### src/rtl/ysyx_25040111_mem_pkg.sv
// ysyx_25040111_mem_pkg: shared FSM state and access-size codes for the memory crossbar
package ysyx_25040111_mem_pkg;
  typedef enum logic [1:0] {IDLE, RD, WR} state_t;
  localparam logic [1:0] SZ_B = 2'b00;
  localparam logic [1:0] SZ_H = 2'b01;
  localparam logic [1:0] SZ_W = 2'b10;
endpackage

### src/rtl/ysyx_25040111_rr_pick.sv
// ysyx_25040111_rr_pick: combinational winner select, fixed priority or round-robin from ptr
module ysyx_25040111_rr_pick #(
  parameter int NM = 2
) (
  input  logic [NM-1:0]         req,
  input  logic [$clog2(NM)-1:0] ptr,
  input  logic                  rr,
  output logic [$clog2(NM)-1:0] idx,
  output logic [NM-1:0]         onehot
);
  localparam int IW = $clog2(NM);
  logic [NM-1:0] ge;
  logic [NM-1:0] hi;
  logic [NM-1:0] pick;
  assign ge = ~((NM'(1) << (rr ? ptr : '0)) - NM'(1));
  assign hi = req & ge;
  assign pick = |hi ? hi : req;
  assign onehot = pick & (~pick + NM'(1));
  for (genvar i = 0; i < NM; i++) begin : g_enc
    logic [IW-1:0] acc;
    if (i == 0) begin : g_z
      assign acc = '0;
    end else begin : g_o
      assign acc = g_enc[i-1].acc | (onehot[i] ? IW'(i) : '0);
    end
  end
  assign idx = g_enc[NM-1].acc;
endmodule

### src/rtl/ysyx_25040111_mem_xbar.sv
// ysyx_25040111_mem_xbar: N-master to single-port memory arbiter holding grant for a whole transaction
module ysyx_25040111_mem_xbar
  import ysyx_25040111_mem_pkg::*;
#(
  parameter int NM = 2,
  parameter int AW = 32,
  parameter int DW = 32,
  parameter int LW = 8,
  parameter int RR = 1
) (
  input  logic             clock,
  input  logic             reset,
  input  logic [NM-1:0]    m_valid,
  input  logic [NM-1:0]    m_write,
  input  logic [NM*AW-1:0] m_addr,
  input  logic [NM*DW-1:0] m_wdata,
  input  logic [NM*2-1:0]  m_mask,
  input  logic [NM-1:0]    m_rsign,
  input  logic [NM-1:0]    m_burst,
  input  logic [NM*LW-1:0] m_rlen,
  output logic [NM-1:0]    m_ready,
  output logic [DW-1:0]    m_rdata,
  output logic [NM-1:0]    m_grant,
  output logic             s_rvalid,
  input  logic             s_rready,
  input  logic [DW-1:0]    s_rdata,
  output logic [AW-1:0]    s_raddr,
  output logic [LW-1:0]    s_rlen,
  output logic             s_burst,
  output logic             s_rsign,
  output logic [1:0]       s_rmask,
  output logic             s_wvalid,
  input  logic             s_wready,
  output logic [AW-1:0]    s_waddr,
  output logic [DW-1:0]    s_wdata,
  output logic [1:0]       s_wmask
);
  localparam int IW = $clog2(NM);
  state_t        state;
  logic [IW-1:0] w;
  logic [IW-1:0] ptr;
  logic [IW-1:0] nxt;
  logic [IW-1:0] win;
  logic [NM-1:0] win_oh;
  logic [NM-1:0] grant_r;
  logic [AW-1:0] addr_r;
  logic [DW-1:0] wdata_r;
  logic [1:0]    mask_r;
  logic          rsign_r;
  logic          burst_r;
  logic [LW-1:0] rlen_r;
  logic [LW-1:0] beats;
  logic          rd_fire;
  logic          wr_fire;
  logic          done;
  logic [AW-1:0] addr_a  [NM];
  logic [DW-1:0] wdata_a [NM];
  logic [1:0]    mask_a  [NM];
  logic [LW-1:0] rlen_a  [NM];
  for (genvar i = 0; i < NM; i++) begin : g_unpack
    assign addr_a[i]  = m_addr[i*AW +: AW];
    assign wdata_a[i] = m_wdata[i*DW +: DW];
    assign mask_a[i]  = m_mask[i*2 +: 2];
    assign rlen_a[i]  = m_rlen[i*LW +: LW];
  end
  ysyx_25040111_rr_pick #(.NM(NM)) u_pick (
    .req    (m_valid),
    .ptr    (ptr),
    .rr     (RR != 0),
    .idx    (win),
    .onehot (win_oh)
  );
  assign rd_fire  = state == RD && s_rready;
  assign wr_fire  = state == WR && s_wready;
  assign done     = wr_fire || (rd_fire && beats == '0);
  assign nxt      = (w == IW'(NM - 1)) ? '0 : w + IW'(1);
  assign s_rvalid = state == RD;
  assign s_wvalid = state == WR;
  assign s_raddr  = addr_r;
  assign s_waddr  = addr_r;
  assign s_wdata  = wdata_r;
  assign s_rmask  = mask_r;
  assign s_wmask  = mask_r;
  assign s_rlen   = rlen_r;
  assign s_burst  = burst_r;
  assign s_rsign  = rsign_r;
  assign m_grant  = state != IDLE ? grant_r : '0;
  assign m_ready  = (rd_fire || wr_fire) ? grant_r : '0;
  assign m_rdata  = rd_fire ? s_rdata : '0;
  // arbitrate in IDLE, latch the winner's request, then count beats until the transaction completes
  always_ff @(posedge clock) begin
    if (reset) begin
      state   <= IDLE;
      ptr     <= '0;
      w       <= '0;
      grant_r <= '0;
      addr_r  <= '0;
      wdata_r <= '0;
      mask_r  <= SZ_B;
      rsign_r <= 1'b0;
      burst_r <= 1'b0;
      rlen_r  <= '0;
      beats   <= '0;
    end else if (state == IDLE) begin
      if (|m_valid) begin
        w       <= win;
        grant_r <= win_oh;
        addr_r  <= addr_a[win];
        wdata_r <= wdata_a[win];
        mask_r  <= mask_a[win];
        rsign_r <= m_rsign[win];
        burst_r <= m_burst[win];
        rlen_r  <= m_burst[win] ? rlen_a[win] : '0;
        beats   <= m_burst[win] ? rlen_a[win] : '0;
        state   <= m_write[win] ? WR : RD;
      end
    end else begin
      if (rd_fire && beats != '0) beats <= beats - LW'(1);
      if (done) begin
        state <= IDLE;
        if (RR != 0) ptr <= nxt;
      end
    end
  end
endmodule

### config.mk
export PLATFORM = sky130hd
export DESIGN_NAME = ysyx_25040111_mem_xbar
export DESIGN_NICKNAME = d
export VERILOG_FILES = /design/src/rtl/ysyx_25040111_mem_pkg.sv /design/src/rtl/ysyx_25040111_rr_pick.sv /design/src/rtl/ysyx_25040111_mem_xbar.sv
export SDC_FILE = /design/constraint.sdc
export NUM_CORES = 1
export LEC_CHECK = 0
export BUFFER_PORTS_ARGS = -buffer_cell sky130_fd_sc_hd__clkbuf_2
export CORE_AREA = 2 2 134 136
export DETAILED_ROUTE_END_ITERATION = 16
export DIE_AREA = 0 0 136 138
export GPL_ROUTABILITY_DRIVEN = 0
export HOLD_SLACK_MARGIN = 0.06
export PLACE_DENSITY = 0.71
export SETUP_SLACK_MARGIN = 0.2
export SLEW_MARGIN = 0
export SYNTH_ARGS = -nofsm -noshare
export SYNTH_HDL_FRONTEND = slang
export SYNTH_SLANG_ARGS = --single-unit
### constraint.sdc
create_clock -name clock -period 1.7 [get_ports clock]
set_clock_uncertainty 0.05 [all_clocks]
set_input_delay 0.17 -clock clock [delete_from_list [all_inputs] [get_ports clock]]
set_output_delay 0.17 -clock clock [all_outputs]
set_load 0.05 [all_outputs]
# Word level (Yosys, flattened, before mapping)
# Cells that the tools add are included.
# op_classes
addsub,4
magnitude_cmp,2
n_eq_ne,3
n_shift,1
mux,32
bitwise_logic,6
reduce_logical,18
# ops
operator,count
$mux W32,7
$mux W8,7
$mux W2,10
$logic_not A8 Y1,1
$mux W1,8
$reduce_and A2 Y1,4
$reduce_bool A8 Y1,1
$sub A8 B1 Y8 const B,1
$reduce_bool A2 Y1,3
$and A2 B2 Y2,2
$logic_and A1 B1 Y1,4
$not A2 Y2,2
$reduce_or A2 Y1,2
$add A2 B1 Y2 const B,1
$eq A2 B1 Y1 const B,1
$eq A2 B2 Y1 const B,1
$ge A2 B2 Y1 const B,1
$logic_not A2 Y1,1
$logic_or A1 B1 Y1,2
$lt A1 B2 Y1 const B,1
$ne A2 B1 Y1 const B,1
$not A1 Y2,1
$shl A1 B1 Y2 const A,1
$sub A2 B2 Y2 const B,1
2 further kinds,2
# totals
ff_bits,90
in_bits,192
out_inout_bits,148
elab_cells,77

# Logic depth before layout (Yosys ltp)
# Gate-level depths: netlist of run 1.
# depth
ltp_word,17
mapped_depth,7

# Hierarchy
# Synthesis of run 1 repeated with hierarchy kept, for this count alone.
# hier_totals
hier_cells,545
area_unflattened_um2,5062.4
# modules_own_cells
module,instances,cells_per_inst,area_each_um2,seq_area_each_um2
ysyx_25040111_mem_xbar,1,540,5033.6,1801.7
ysyx_25040111_rr_pick,1,5,28.8,0.0

# Worst setup path before layout of run 1
# OpenSTA, ideal clock, no wires.
# synth_timing
kind,register to output
startpoint,register state[1]
endpoint,output port m_ready[0]
arrival_time_ns,2.472
t_required_ns,1.480
slack_ns,-0.992
path_stages_with_launch,4
path_buffers,0
path_cell_list,dfxtp_1 -> nor2b_1 -> nand2_1 -> a21boi_0
# synth_via
elab_chain_cells,4
# synth_lines
item,line,text
from (decl),ysyx_25040111_mem_xbar.sv:39,state_t state;
from (signal assigned),ysyx_25040111_mem_xbar.sv:115,state <= m_write[win] ? WR : RD;
$eq A2 B2 Y1,--,
via s_wvalid,ysyx_25040111_mem_xbar.sv:32,"output logic s_wvalid,"
$logic_and A1 B1 Y1,ysyx_25040111_mem_xbar.sv:74,assign wr_fire = state == WR && s_wready;
$logic_or A1 B1 Y1,ysyx_25040111_mem_xbar.sv:88,assign m_ready = (rd_fire || wr_fire) ? grant_r : '0;
$mux W2,ysyx_25040111_mem_xbar.sv:88,
to (decl),ysyx_25040111_mem_xbar.sv:21,"output logic [NM-1:0] m_ready,"
# The timed path passes the listed nets, and every way through them passes these cells.

# Worst setup path after layout of run 1
# layout_timing
startpoint,register state[1]
endpoint,output port m_rdata[7]
# layout_via
elab_chain_cells,3
# layout_lines
item,line,text
$eq A2 B1 Y1,ysyx_25040111_mem_xbar.sv:73,assign rd_fire = state == RD && s_rready;
$logic_and A1 B1 Y1,ysyx_25040111_mem_xbar.sv:73,
$mux W32,ysyx_25040111_mem_xbar.sv:89,assign m_rdata = rd_fire ? s_rdata : '0;
to (decl),ysyx_25040111_mem_xbar.sv:22,"output logic [DW-1:0] m_rdata,"
# Every way passes these cells.

==> key figures, run 1 <==
Cells and area
  – Most common library cell in the layout ignoring fill and taps: clkbuf_2
  – Final Net Count: 1299
  – Synthesis-to-layout area growth: 113%
  – Most frequent cells in the layout: clkbuf_2 (300), nand2_1 (150), dlygate4sd3_1 (132)
  – Post-Layout Cell Count: roughly 1300
  – Multi-input gate area: ~3300 sq um
  – Sequential Area: ~1800 sq um
  – Fillers: about 1300
  – Share of cells above drive strength 1: 0.562

Power and ir drop
  – Cell Int Power: 7.44 mW
  – Sw Pwr: approximately 6.7 mW
  – Leakage: 4.88 nW
  – Clk pwr share: 0.146
  – Seq pwr share: 0.218
  – Peak supply drop: between 0.0008 and 0.0009 V
  – Cell Pwr Density: between 1000 and 1500 nW/um^2
  – Sw frac: 0.472
  – Combinational share of power: 0.636
  – Total power: between 10 and 15 mW

Worst setup path
  – CP Cell Sequence: and2b_4 > buf_12 > and3_1 > buf_8
  – Worst path required time: around 1.5 ns
  – CP peak stage delay: 0.34 ns
  – Critical path's slowest cell: dfxtp_2
  – WP buf/inv: 2
  – Worst Path Arrival: between 1 and 1.5 ns
  – Crit Path Class: reg2out
  – CP top delay family: simple AND/OR/NAND/NOR gates
  – CP startpoint kind: register
  – Crit-path max FO: 33
  – Nature of the critical path endpoint: output pin

Synthesis
  – Netlist cell types: 47
  – Synth area leader: dfxtp_1
  – Number of synthesized flops with an enable pin: 0
  – Sequential area share after synthesis: 0.357
  – Main area contributors after synthesis: dfxtp_1 (36%), a311oi_2 (12%), nand2_1 (12%)
  – Asr flop ratio synth: 0
  – Syn Area/Cell: approximately 8 sq um
  – Syn Inst Count: 612
  – Top FF cell, synth: dfxtp_1
  – Top cell type's share of synthesized area: 0.357
  – Post-synthesis net count: between 800 and 900
  – Yosys warns: 0
  – Flops & latches, synth: 89
  – Post-synthesis cell area: roughly 5000 sq um

STA
  – Worst-margin pin slew: between 0.4 and 0.5 ns
  – Peak Freq: 0.585 GHz
  – Final Cycle Share: 1.01
  – Setup ws final: -0.00902 ns
  – Max Slew Vio Count: 0
  – Final hold viol count: 0
  – Worst slew margin: 0.700
  – RSZ-0062 raised after global routing: yes
  – Post-layout min period: about 1.7 ns
  – Final setup fails: 5

Clocking
  – CTS Sinks: slightly below 90
  – CTS tree: built
  – Clock edge transition at the registers on the reported setup and hold paths: 0.06 ns
  – Htree depth: 3
  – Clock Path Buffers: 2
  – CTS Buf Count: 9
  – Clk_lat worst skew: approximately 0.35 ns
  – Root Driver: clkbuf_16

Global routing
  – Largest net degree at the start of global routing: 51
  – Gr ovfl total: 0
  – Initial antenna violation count: 1
  – Global routing usage on met1: 0.262
  – First-pass GRT wire length: about 35000 um
  – GRT Max-Usage Layer: met2
  – Met3 Resource Use GR: 0.0513
  – Total GRT Usage: 0.235
  – Number of global-route vias before repair: between 6000 and 7000
  – Met2 usage: 0.418

Floorplanning
  – Core area: around 18000 sq um
  – Ports: 340
  – Rows: 49
  – Die Y: roughly 140 um
  – Initial Util: 0.285
  – Die Wd: 136 um
  – Die Area: approximately 19000 sq um

Drt
  – Routed vias: just under 7000
  – Drt total wl: about 25000 um
  – Vias per inst: 5.08
  – Iter 0 DRT Violations: around 350
  – DRC: 0
  – Detail Route Antenna Nets: 0
  – WL/cell: ~19 um
  – TritonRoute pass-1 iters: 7

Placement
  – Pre-CTS setup slack: 0.0907 ns
  – Post-DP HPWL: between 10000 and 15000 um
  – # port buffers: ~340
  – Placed Cells incl. Taps: roughly 1100

Min path
  – Type of the worst min-delay path: in2reg

Run
  – Number of max-cap violations: 0

Status
  – Status: finished, violations left
  – Failing checks: setup timing
## synth_stat cells, types with 2 or more instances
master / count
buf_6: 8
a211oi_1: 2
ha_1: 2
mux2i_1: 5
and2_1: 4
o21a_1: 2
a32oi_1: 2
nor3_1: 5
a21oi_1: 13
nand3_1: 11
o32ai_1: 2
a311oi_2: 40
buf_2: 21
nand2_1: 154
buf_4: 39
o21ai_0: 6
nor2_1: 90
a22oi_1: 2
clkbuf_8: 4
a31o_1: 2
nand4_1: 3
dfxtp_1: 89
clkbuf_1: 16
a311oi_1: 32
and3_1: 33
inv_1: 4
## power groups by stage
stage / sequential (mW) / clock, mW / combinational [mW]
floorplan: 4.28 / 0 / 3.13
global placement: 2.93 / 0 / 5.57
detailed placement: 2.95 / 0 / 5.63
CTS: 2.99 / 2.09 / 7.97
global route: 3.11 / 2.18 / 9.35
finish: 3.07 / 2.06 / 8.97
## worst register-to-register path: cells and delay by family (launching register included)
kind / cells / cell delay [ns]
simple gates: 3 / 0.44
flops: 1 / 0.34
buf+inv: 4 / 0.53
compound gates: 1 / 0.24
## final cells by class
class,instances,share of cell area
clock buffer,10,0.0215
inverter,4,0.00141
tap,229,0.0269
timing repair buffer,570,0.465
multi-input combinational,431,0.311
antenna,1,0.000235
sequential,89,0.168
clock inverter,6,0.00635
## path summary, 6_finish.rpt
| check | start | cells after the start | slack (ns) | endpoint |
|---|---|---|---|---|
| worst max-delay path | state[1]$_SDFFE_PP0P_ | 4 | -0.009 | m_rdata[7] |
| worst min-delay path | m_rlen[9] | 3 | 0.09 | s_rlen[1]$_SDFFE_PP0P_ |
| worst max register to register | state[1]$_SDFFE_PP0P_ | 8 | 0.02 | s_wdata[11]$_SDFFE_PP0P_ |
| worst min register to register | s_wdata[14]$_SDFFE_PP0P_ | 2 | 0.44 | s_wdata[14]$_SDFFE_PP0P_ |
## kinds of logic (layout without fill, tap and decap cells)
group	Yosys count	count (layout)	synth area share
AO/OA/AOI/OAI	112	112	0.232
adder cells (fa/ha/maj)	2	2	0.00501
buffers and inverters	92	590	0.124
flip-flops	89	89	0.357
multiplexers	5	5	0.0100
other	0	1	0
AND/OR/NAND/NOR	312	312	0.272
## stage by stage
stage | util | hold WS (ns) | TNS, ns | instance area, sq um
3_3_place_gp | 0.384 | 0.370 | 0 | 6730
4_1_cts | 0.568 | 0.0614 | -0.0547 | 9950
5_1_grt | 0.607 | 0.0862 | -1.07 | 10600
3_5_place_dp | 0.384 | 0.373 | 0 | 6730
2_1_floorplan | - | 0.279 | 0 | 5030
6_report | 0.607 | 0.0861 | -0.0233 | 10600
## timing repair
item,CTS,global route
setup endpoints to repair,117,125
hold endpoints to repair,69,0
setup buffers,43,13
gates resized for setup,223,122
hold buffers,132,0
gates cloned,12,5
pin swaps,84,41
## sequential cells by signal, summed over array words and instances, names as in the netlist
register / count
state: 2
s_wdata: 32
s_rmask: 2
w: 1
s_raddr: 32
grant_r: 1
s_burst: 1
beats: 8
s_rlen: 8
s_rsign: 1
ptr: 1
## routing by layer
metal,up-vias,wire length [um]
met5,-,0
met4,0,1040
met3,90,1890
met2,378,12700
met1,3216,9550
li1,3121,-
(Power assumes the default switching activity.)
==> inputs of run 2 (changes only) <==
--- a/config.mk
+++ b/config.mk
@@ -11,6 +11,7 @@
 export DIE_AREA = 0 0 136 138
 export GPL_ROUTABILITY_DRIVEN = 0
 export HOLD_SLACK_MARGIN = 0.06
+export MAX_ROUTING_LAYER = met4
 export PLACE_DENSITY = 0.71
 export SETUP_SLACK_MARGIN = 0.2
 export SLEW_MARGIN = 0
==> key figures, run 2 (synthesized netlist as in run 1, its figures left out) <==
Clocking
  – CTS Sinks: just under 90
  – Clock Path Buffers: 2
  – CTS tree: built
  – CTS Buf Count: 9
  – Clock edge transition at the registers on the reported setup and hold paths: ~0.06 ns
  – Htree depth: 3
  – Root Driver: clkbuf_16
  – Clk_lat worst skew: 0.36 ns

Worst setup path
  – R2R setup slack: about 0.040 ns
  – Crit-path max FO: 33
  – Worst R2R End: s_wdata[1]$_SDFFE_PP0P_
  – Worst r2r src: state[0]$_SDFFE_PP0P_
  – CP Cell Sequence: and2b_4 > buf_12 > and3_1 > buf_8
  – Crit Path Class: reg2out
  – CP startpoint kind: register
  – Worst Path Arrival: ~1.5 ns
  – Worst path required time: about 1.5 ns
  – CP peak stage delay: approximately 0.33 ns
  – Critical path's slowest cell: dfxtp_2
  – Worst reg2reg path depth: 8
  – Nature of the critical path endpoint: output pin

STA
  – Worst-margin pin slew: ~0.45 ns
  – Final setup TNS: -0.0449 ns
  – Final Cycle Share: 1.01
  – Setup ws final: -0.0146 ns
  – Final hold viol count: 0
  – Worst slew margin: 0.700
  – Final setup fails: 6
  – Max Slew Vio Count: 0
  – Post-layout min period: about 1.7 ns
  – WHS: approximately 0.081 ns
  – Peak Freq: between 0.5 and 0.6 GHz
  – RSZ-0062 raised after global routing: yes

Floorplanning
  – Core area: ~18000 sq um
  – Die Wd: ~140 um
  – Die Area: between 15000 and 20000 sq um
  – Initial Util: 0.285
  – Rows: 49
  – Die Y: 138 um
  – Ports: 340

Global routing
  – Met3 Resource Use GR: 0.0477
  – Met2 usage: 0.417
  – Gr ovfl total: 0
  – Total GRT Usage: 0.243
  – Number of global-route vias before repair: about 6800
  – Global routing usage on met1: 0.267
  – First-pass GRT wire length: 35000 um
  – Initial antenna violation count: 1
  – GRT Max-Usage Layer: met2
  – Largest net degree at the start of global routing: between 50 and 60

Power and ir drop
  – Combinational share of power: 0.635
  – Cell Int Power: 7.44 mW
  – Clk pwr share: 0.147
  – Leakage: a little under 5 nW
  – Total power: 14.1 mW
  – Cell Pwr Density: around 1300 nW/um^2
  – Seq pwr share: 0.217
  – Sw Pwr: around 6.7 mW
  – Peak supply drop: ~0.00081 V
  – Sw frac: 0.472

Cells and area
  – Most frequent cells in the layout: clkbuf_2 (300), nand2_1 (150), dlygate4sd3_1 (132)
  – Final Cell Area: approximately 11000 sq um
  – Fillers: 1307
  – Synthesis-to-layout area growth: 113%
  – Final Net Count: between 1000 and 1500
  – Share of cells above drive strength 1: 0.562
  – Most common library cell in the layout ignoring fill and taps: clkbuf_2
  – Final core utilization: 0.607
  – Post-Layout Cell Count: about 1300

Run
  – Number of max-cap violations: 0

Min path
  – WHS Endpoint: s_rlen[1]$_SDFFE_PP0P_
  – Hold wc startpoint: m_rlen[9]
  – Hold Path Depth: 3
  – Type of the worst min-delay path: in2reg

Status
  – Failing checks: setup timing
  – Status: finished, violations left

Drt
  – Iter 0 DRT Violations: roughly 370
  – WL/cell: between 15 and 20 um
  – Vias per inst: just over 5
  – DRC: 0
  – Routed vias: between 6000 and 7000
  – TritonRoute pass-1 iters: 5
  – Detail Route Antenna Nets: 0
  – Drt total wl: 25300 um

Placement
  – Placed instance area: 6730 sq um
  – Pre-CTS setup slack: ~0.091 ns
  – # port buffers: around 340
  – Placed Cells incl. Taps: about 1100
  – Post-DP HPWL: 12100 um
-- run 2: cell counts in the layout (fill, tap and decap cells not counted) --
Identical to the previous run, type by type.
-- run 2: critical path, delay by kind of cell, from the launching register on --
| kind | cells | cell delay, ns |
|---|---|---|
| flip-flops | 1 | 0.33 |
| AND/OR/NAND/NOR | 2 | 0.48 |
| buffers and inverters | 2 | 0.32 |
-- run 2: cell type report --
type	count	area [sq um]	area share
clock inverters	6	67.6	0.00635
inverters	4	15.0	0.00141
diodes	1	2.50	0.000235
well taps	229	287	0.0269
flip-flops and latches	89	1790	0.168
clock buffers	10	229	0.0215
repair buffers	570	4940	0.465
multi-input cells	431	3310	0.311
-- run 2: worst max path at each step --
stage / startpoint / slack (ns) / depth (start not counted) / endpoint
after global placement: beats[0]$_SDFFE_PP0P_ / 0.14 / 6 / beats[6]$_SDFFE_PP0P_
final: state[1]$_SDFFE_PP0P_ / -0.01 / 4 / m_rdata[7]
after detailed placement: state[1]$_SDFFE_PP0P_ / 0.09 / 6 / s_wdata[6]$_SDFFE_PP0P_
after global routing: state[1]$_SDFFE_PP0P_ / -0.05 / 4 / m_rdata[7]
after floorplan: state[0]$_SDFFE_PP0P_ / 0.16 / 3 / m_rdata[22]
after CTS: state[1]$_SDFFE_PP0P_ / -0.02 / 4 / m_rdata[29]
-- run 2: power groups by stage --
stage	Combinational [mW]	Sequential, mW	Clock [mW]
2_1_floorplan	3.13	4.28	0
3_3_place_gp	5.57	2.93	0
3_5_place_dp	5.63	2.95	0
4_1_cts	7.97	2.99	2.09
5_1_grt	9.34	3.11	2.18
6_report	8.96	3.07	2.08
-- run 2: repair_timing --
| item | in CTS | in global routing |
|---|---|---|
| pin swaps | 84 | 42 |
| endpoints found under the hold margin | 69 | 0 |
| gates cloned | 12 | 5 |
| hold buffers | 132 | 0 |
| gates resized for setup | 223 | 122 |
| setup endpoints to repair | 117 | 125 |
| buffers inserted | 43 | 13 |
-- run 2: routing by layer --
metal	vias to the layer above	part of all wire
met5	-	0
li1	3118	-
met1	3228	0.38
met2	389	0.51
met4	0	0.040
met3	91	0.071
==> inputs of run 3 (changes only) <==
--- a/config.mk
+++ b/config.mk
@@ -7,6 +7,7 @@
 export LEC_CHECK = 0
 export BUFFER_PORTS_ARGS = -buffer_cell sky130_fd_sc_hd__clkbuf_2
 export CORE_AREA = 2 2 134 136
+export CTS_BUF_LIST = sky130_fd_sc_hd__clkbuf_16
 export DETAILED_ROUTE_END_ITERATION = 16
 export DIE_AREA = 0 0 136 138
 export GPL_ROUTABILITY_DRIVEN = 0
==> constraint.sdc (replaced) <==
create_clock -name clock -period 1.6 [get_ports clock]
set_clock_uncertainty 0.05 [all_clocks]
set_input_delay 0.16 -clock clock [delete_from_list [all_inputs] [get_ports clock]]
set_output_delay 0.16 -clock clock [all_outputs]
set_load 0.05 [all_outputs]
==> key figures, run 3 (synthesized netlist as in run 1, its figures left out) <==
Floorplanning
  – Ports: 340
  – Die Wd: between 100 and 150 um
  – Initial Util: 0.285
  – Die Y: 138 um
  – Core area: between 15000 and 20000 sq um
  – Die Area: ~19000 sq um
  – Rows: 49

Cells and area
  – Synthesis-to-layout area growth: 120%
  – Share of cells above drive strength 1: 0.586
  – Final core utilization: 0.627
  – Most common library cell in the layout ignoring fill and taps: clkbuf_2
  – Final Net Count: between 1000 and 1500
  – Fillers: between 1000 and 1500
  – Most frequent cells in the layout: clkbuf_2 (300), nand2_1 (149), dlygate4sd3_1 (138)

Worst setup path
  – Nature of the critical path endpoint: register
  – Crit-path max FO: 5
  – Worst path required time: around 1.8 ns
  – Worst Path Arrival: 1.98 ns
  – CP startpoint kind: register
  – Crit Path Class: reg2reg

Power and ir drop
  – Total power: between 15 and 20 mW
  – Clk pwr share: 0.147
  – Cell Int Power: between 8 and 9 mW
  – Cell Pwr Density: 1380 nW/um^2
  – Sw frac: 0.463
  – Seq pwr share: 0.215
  – Peak supply drop: approximately 0.00090 V
  – Leakage: 4.97 nW
  – Sw Pwr: roughly 7 mW
  – Combinational share of power: 0.638

STA
  – Final setup fails: 93
  – Setup ws final: -0.167 ns
  – Worst-margin pin slew: roughly 0.44 ns
  – RSZ-0062 raised after global routing: yes
  – Final setup TNS: -7.13 ns
  – WHS: 0.0804 ns
  – Final hold viol count: 0
  – Max Slew Vio Count: 0
  – Final Cycle Share: 1.10
  – Worst slew margin: 0.704
  – Post-layout min period: around 1.8 ns
  – Peak Freq: roughly 0.57 GHz

Status
  – Status: finished, violations left
  – Failing checks: setup timing

Drt
  – Iter 0 DRT Violations: 271
  – Routed vias: 6801
  – Drt total wl: 24400 um
  – Detail Route Antenna Nets: 0
  – Vias per inst: about 5.0
  – TritonRoute pass-1 iters: 5
  – DRC: 0
  – WL/cell: between 15 and 20 um

Global routing
  – Initial antenna violation count: 2
  – Largest net degree at the start of global routing: 34
  – Total GRT Usage: 0.250
  – Number of global-route vias before repair: roughly 7000
  – Gr ovfl total: 0
  – First-pass GRT wire length: 36100 um

Clocking
  – Clock edge transition at the registers on the reported setup and hold paths: approximately 0.08 ns
  – Root Driver: clkbuf_16
  – Clock Path Buffers: 2
  – Htree depth: 3
  – CTS Sinks: 89
  – Clk_lat worst skew: between 0.3 and 0.4 ns
  – CTS tree: built
  – CTS Buf Count: 9

Min path
  – Type of the worst min-delay path: in2reg

Placement
  – Post-DP HPWL: around 12000 um
  – # port buffers: ~340

Run
  – Number of max-cap violations: 0
## run 3: per-layer routing
metal	part of all wire	GRT usage	vias up
li1	-	-	3150
met1	0.38	0.270	3218
met2	0.52	0.432	342
met3	0.058	0.0458	91
met4	0.043	0.130	0
met5	0	-	-
## run 3: power by group through the flow
stage               combinational, mW  sequential (mW)  clock (mW)
finish                           9.68             3.25        2.23
global route                     10.1             3.31        2.35
CTS                              8.93             3.21        2.27
detailed placement               6.27             3.18           0
global placement                 6.21             3.17           0
floorplan                        3.65             4.60           0
## run 3: cell type report
type | count | area, sq um | share of cell area
inverters | 4 | 15.0 | 0.00137
diodes | 2 | 5.00 | 0.000455
flip-flops and latches | 89 | 1790 | 0.163
repair buffers | 585 | 5210 | 0.474
well taps | 229 | 287 | 0.0261
multi-input cells | 432 | 3380 | 0.308
clock inverters | 7 | 77.6 | 0.00706
clock buffers | 9 | 225 | 0.0205
## run 3: per-stage QoR
stage	setup slack, ns	cell area [sq um]	std cells
CTS	-0.146	10500	1338
floorplan	0.0927	5330	612
detailed placement	-0.0402	7080	1133
global placement	0.0446	7080	1133
finish	-0.167	11000	1357
global route	-0.202	11000	1357
## run 3: path summary, 6_finish.rpt
check,slack (ns),cells after the start,from,end
worst max register to register,-0.17,9,state[1]$_SDFFE_PP0P_,s_wdata[25]$_SDFFE_PP0P_
worst min register to register,0.43,2,ptr$_SDFFE_PP0P_,ptr$_SDFFE_PP0P_
worst min-delay path,0.08,3,m_rlen[9],s_rlen[1]$_SDFFE_PP0P_
worst max-delay path,-0.17,9,state[1]$_SDFFE_PP0P_,s_wdata[25]$_SDFFE_PP0P_
## run 3: critical path, cell delays in order, from the launching register on
cell and delay (ns):
dfxtp_2 0.34, or2_4 0.28, nor2_8 0.16, buf_6 0.12
buf_12 0.13, buf_16 0.13, buf_8 0.11, buf_4 0.11
nor2_2 0.04, a311oi_2 0.20
## run 3: repair_timing
| item | in CTS | in global routing |
|---|---|---|
| resized for setup | 232 | 86 |
| buffers inserted | 32 | 15 |
| endpoints found under the hold margin | 70 | 0 |
| pin swaps | 51 | 33 |
| hold buffers | 138 | 0 |
| cloned | 19 | 2 |
| setup endpoints to repair | 123 | 128 |
